--- src/rtl/serial_adder_ctrl.sv ---
// Bit-serial adder controller: one full-adder cell, one bit per clock, LSB first.
// Start/Busy/Done handshake with registered Sum/Cout that change only at completion.
module serial_adder_fa (
  input  logic a_i,
  input  logic b_i,
  input  logic c_i,
  output logic s_o,
  output logic c_o
);
  assign s_o = a_i ^ b_i ^ c_i;
  assign c_o = (a_i & b_i) | (c_i & (a_i ^ b_i));
endmodule

module serial_adder_ctrl #(
  parameter int WIDTH = 8
) (
  input  logic             clk_i,
  input  logic             rst_i,
  input  logic             start_i,
  input  logic [WIDTH-1:0] a_i,
  input  logic [WIDTH-1:0] b_i,
  input  logic             cin_i,
  output logic             busy_o,
  output logic             done_o,
  output logic [WIDTH-1:0] sum_o,
  output logic             cout_o
);

  localparam int CW = (WIDTH > 1) ? $clog2(WIDTH) : 1;
  localparam logic [CW-1:0] LAST = CW'(WIDTH - 1);

  typedef enum logic [1:0] {
    IDLE = 2'd0,
    RUN  = 2'd1,
    DONE = 2'd2
  } state_e;

  state_e           state_q;
  logic [WIDTH-1:0] a_q;
  logic [WIDTH-1:0] b_q;
  logic [WIDTH-1:0] res_q;
  logic [WIDTH-1:0] res_d;
  logic             carry_q;
  logic [CW-1:0]    cnt_q;
  logic [WIDTH-1:0] sum_q;
  logic             cout_q;
  logic             busy_q;
  logic             done_q;
  logic             fa_s;
  logic             fa_c;

  serial_adder_fa u_fa (
    .a_i (a_q[0]),
    .b_i (b_q[0]),
    .c_i (carry_q),
    .s_o (fa_s),
    .c_o (fa_c)
  );

  // The new sum bit enters at the MSB so after WIDTH shifts bit 0 is the LSB.
  if (WIDTH == 1) begin : g_res1
    assign res_d = fa_s;
  end else begin : g_resn
    assign res_d = {fa_s, res_q[WIDTH-1:1]};
  end

  always_ff @(posedge clk_i or posedge rst_i) begin
    if (rst_i) begin
      state_q <= IDLE;
      a_q     <= '0;
      b_q     <= '0;
      res_q   <= '0;
      carry_q <= 1'b0;
      cnt_q   <= '0;
      sum_q   <= '0;
      cout_q  <= 1'b0;
      busy_q  <= 1'b0;
      done_q  <= 1'b0;
    end else begin
      unique case (state_q)
        RUN: begin
          a_q     <= a_q >> 1;
          b_q     <= b_q >> 1;
          res_q   <= res_d;
          carry_q <= fa_c;
          cnt_q   <= cnt_q + 1'b1;
          if (cnt_q == LAST) begin
            sum_q   <= res_d;
            cout_q  <= fa_c;
            busy_q  <= 1'b0;
            done_q  <= 1'b1;
            state_q <= DONE;
          end
        end
        default: begin
          done_q <= 1'b0;
          if (start_i) begin
            a_q     <= a_i;
            b_q     <= b_i;
            carry_q <= cin_i;
            cnt_q   <= '0;
            busy_q  <= 1'b1;
            state_q <= RUN;
          end else begin
            busy_q  <= 1'b0;
            state_q <= IDLE;
          end
        end
      endcase
    end
  end

  assign busy_o = busy_q;
  assign done_o = done_q;
  assign sum_o  = sum_q;
  assign cout_o = cout_q;

endmodule
--- config.mk ---
export PLATFORM = sky130hd
export DESIGN_NAME = serial_adder_ctrl
export DESIGN_NICKNAME = d
export VERILOG_FILES = /design/src/rtl/serial_adder_ctrl.sv
export SDC_FILE = /design/constraint.sdc
export NUM_CORES = 1
export LEC_CHECK = 0
export ABC_AREA = 1
export BUFFER_PORTS_ARGS = -buffer_cell sky130_fd_sc_hd__buf_2
export CAP_MARGIN = 20
export CELL_PAD_IN_SITES_DETAIL_PLACEMENT = 1
export CELL_PAD_IN_SITES_GLOBAL_PLACEMENT = 2
export CORE_MARGIN = 8
export CORE_UTILIZATION = 31
export CTS_BUF_LIST = sky130_fd_sc_hd__clkbuf_2
export CTS_CLUSTER_DIAMETER = 40
export DETAILED_ROUTE_END_ITERATION = 8
export PLACE_DENSITY_LB_ADDON = 0.1
export SYNTH_ARGS = -nofsm -noshare
export SYNTH_HDL_FRONTEND = slang
export SYNTH_HIERARCHICAL = 1
export SYNTH_SLANG_ARGS = --single-unit
--- constraint.sdc ---
create_clock -name clk_i -period 1.2 [get_ports clk_i]
set_input_delay 0.24 -clock clk_i [delete_from_list [all_inputs] [get_ports clk_i]]
set_output_delay 0.24 -clock clk_i [all_outputs]
set_load 0.03 [all_outputs]
==> metrics.csv <==
metric,value,unit
critPathArrivalTime,1670,ps
slew_viol_final,0,
p_leak,1.27,nW
via_count,1498,
syn_area_per_cell,8.91,um2
start_util,0.323,
setup_viol,46,
pin_count,31,
critPathLaunch,done_o,
maxCapViolCount,0,
drc_errors,0,
clk_latency,410,ps
status,finished with violations,
chipWidth,88.9,um
clk_pin_slew,220,ps
synth-seq-cells,38,
holdCritStartpoint,b_i[7],
grt_max_degree,39,
cp_data_required_time,1530,ps
hold_violations,0,
place_area,0.00192,mm2
yosysMostFrequentCell,nand2_1,
grt_pass1_vias,1510,
ys_types,15,
crit_slowest_cell,dfrtp_1,
drive_gt1_frac,0.512,
worst_slew_pin_slew,242,ps
area_growth,55.6,%
gp_routability_congestion,0.700,
fin_ws,-141,ps
path_cells,buf_6 > buf_4 > nor2_4 > buf_6 > nand2_8 > nand2_2 > nand2_1,
failed_checks,setup timing,
viasPerCell,4.71,
rr_endpoint,sum_o[0],
path_class,reg -> reg,
post-place-ws,-368,ps
fin_skew,18.5,ps
dpl.hpwl,2780,um
drt-pass1-iter-count,3,
reg2reg_from,done_o,
holdCritPathClass,in -> reg,
cts_tree,yes,
startpoint_type,flop,
synth_fp_nets,208,
ff2ff_setup_slack,-140,ps
routed_wl,4890,um
numCtsBuffers,5,
die_area,0.00790,mm2
grt-ovfl-total,0,
synth_top_area_frac,0.577,
async_reset_ff_frac,1.00,
synthTopCellsByCount,"nand2_1 (72), nand3_1 (47), dfrtp_1 (38)",
crit_fanout,5,
drtAntennaViolNets,0,
antenna_found_initial,0,
drtIter0Drc,52,
cp_slowest_stage_delay,440,ps
synth-seq-area-share,0.577,
synth_edf_count,0,
grt_usage,0.118,
crit_top_cell,buf_6,
fin_crit_sh,1.12,
crit_path_end_kind,flop,
layout.cells.non_filler,318,
dp_cells,286,
period_minus_slack,1340,ps
yosys.area.top_type,dfrtp_1,
cts_buffer_depth,2,
irDropWorstVdd,1.06,mV
grt_pass1_wl,7160,um
ys.flop_type,dfrtp_1,
antenna_cells,0,
synth_area_leaders,"dfrtp_1 (58%), nand2_1 (16%), nand3_1 (14%), buf_4 (2.3%), ha_1 (1.5%)",
timing.fmax,746,MHz
rsz0062_at_grt,yes,
port_buffers,30,
synthCells,185,
endpoint,sum_o[0],
final_nets,270,
die_y,88.9,um
syn_area,0.00165,mm2
htree_num_levels,2,
core_region_area,0.00511,mm2
ys_warn_count,6,
root_buffer,clkbuf_2,
slew_headroom,0.838,
powerDensity,2460,mW/mm2
fin_area,0.00256,mm2
r2r_cells,7,
wl_per_cell,15.4,um
clock_sinks,38,
rows,26,
utilization,0.502,
-- placed cells by master, fill, tap and decap left out, types with 5 or more instances in the layout --
cell	Yosys	final
clkbuf_2	0	5
dfrtp_1	38	37
buf_6	2	17
buf_4	5	20
nand2_2	2	22
buf_2	3	19
nand3_1	47	27
nand2_1	72	48
nand3_2	0	18
-- flip-flops by register name, indices dropped and copies added, names as in the netlist --
name / count
state_q: 1
cnt_q: 3
carry_q: 1
res_q: 7
a_q: 8
cout_o: 1
sum_o: 8
done_o: 1
b_q: 8
-- cell type report --
cell class              instances  area (um2)
fillers                       606        2540
repair buffers                 63         567
multi-input cells             132         861
inverters                       7        26.3
flip-flops and latches         38         952
clock inverters                 3        45.0
clock buffers                   5        25.0
well taps                      70        87.6
-- cells by family after synthesis --
logic type | count (synthesis) | share of synthesized area
fa+ha+maj | 3 | 0.0273
compound gates | 2 | 0.00607
buf+inv | 17 | 0.0615
simple gates | 125 | 0.328
flops | 38 | 0.577
-- report_power, final --
part / switching (mW) / internal (mW)
sequential: 0.398 / 1.77
clock: 0.473 / 0.350
combinational: 1.71 / 1.61
total: 2.59 / 3.73
-- worst min-delay path by stage --
| stage | end | slack, ps | cells after the start |
|---|---|---|---|
| after CTS | a_q[0] | 20 | 3 |
| after detailed placement | a_q[1] | 310 | 3 |
| final | b_q[7] | 50 | 3 |
| after global routing | a_q[7] | 10 | 3 |
| after global placement | a_q[1] | 310 | 3 |
| after floorplan | a_q[7] | 390 | 2 |
-- through the flow --
stage / hold WS, ps / TNS, ps / power [mW]
after floorplan: 385 / 0 / 3.42
after CTS: 23.6 / -2010 / 5.58
after detailed placement: 311 / -3720 / 4.06
after global routing: 10.7 / -5540 / 6.73
final: 50.7 / -2860 / 6.32
after global placement: 309 / -2580 / 3.96
-- timing repair --
action                                  4_1_cts  5_1_grt
endpoints found under the setup margin       24       48
hold buffers                                  1        0
pin swaps                                     8       11
gates resized for setup                      46       50
cloned                                        2        4
hold endpoints to repair                     38        0
setup buffers                                 9       10
-- critical path, delay by kind of cell, from the launching register on --
family / cells / cell delay (ps)
AND/OR/NAND/NOR: 4 / 380
buffers and inverters: 3 / 440
flip-flops: 1 / 440
-- layer usage --
metal,vias up,GRT usage,share of wire
met2,22,0.193,0.49
li1,724,-,-
met3,5,0.0404,0.049
met5,-,0,0
met1,747,0.140,0.45
met4,0,0.0415,0.0092
Power figures use the tool's default switching activity.
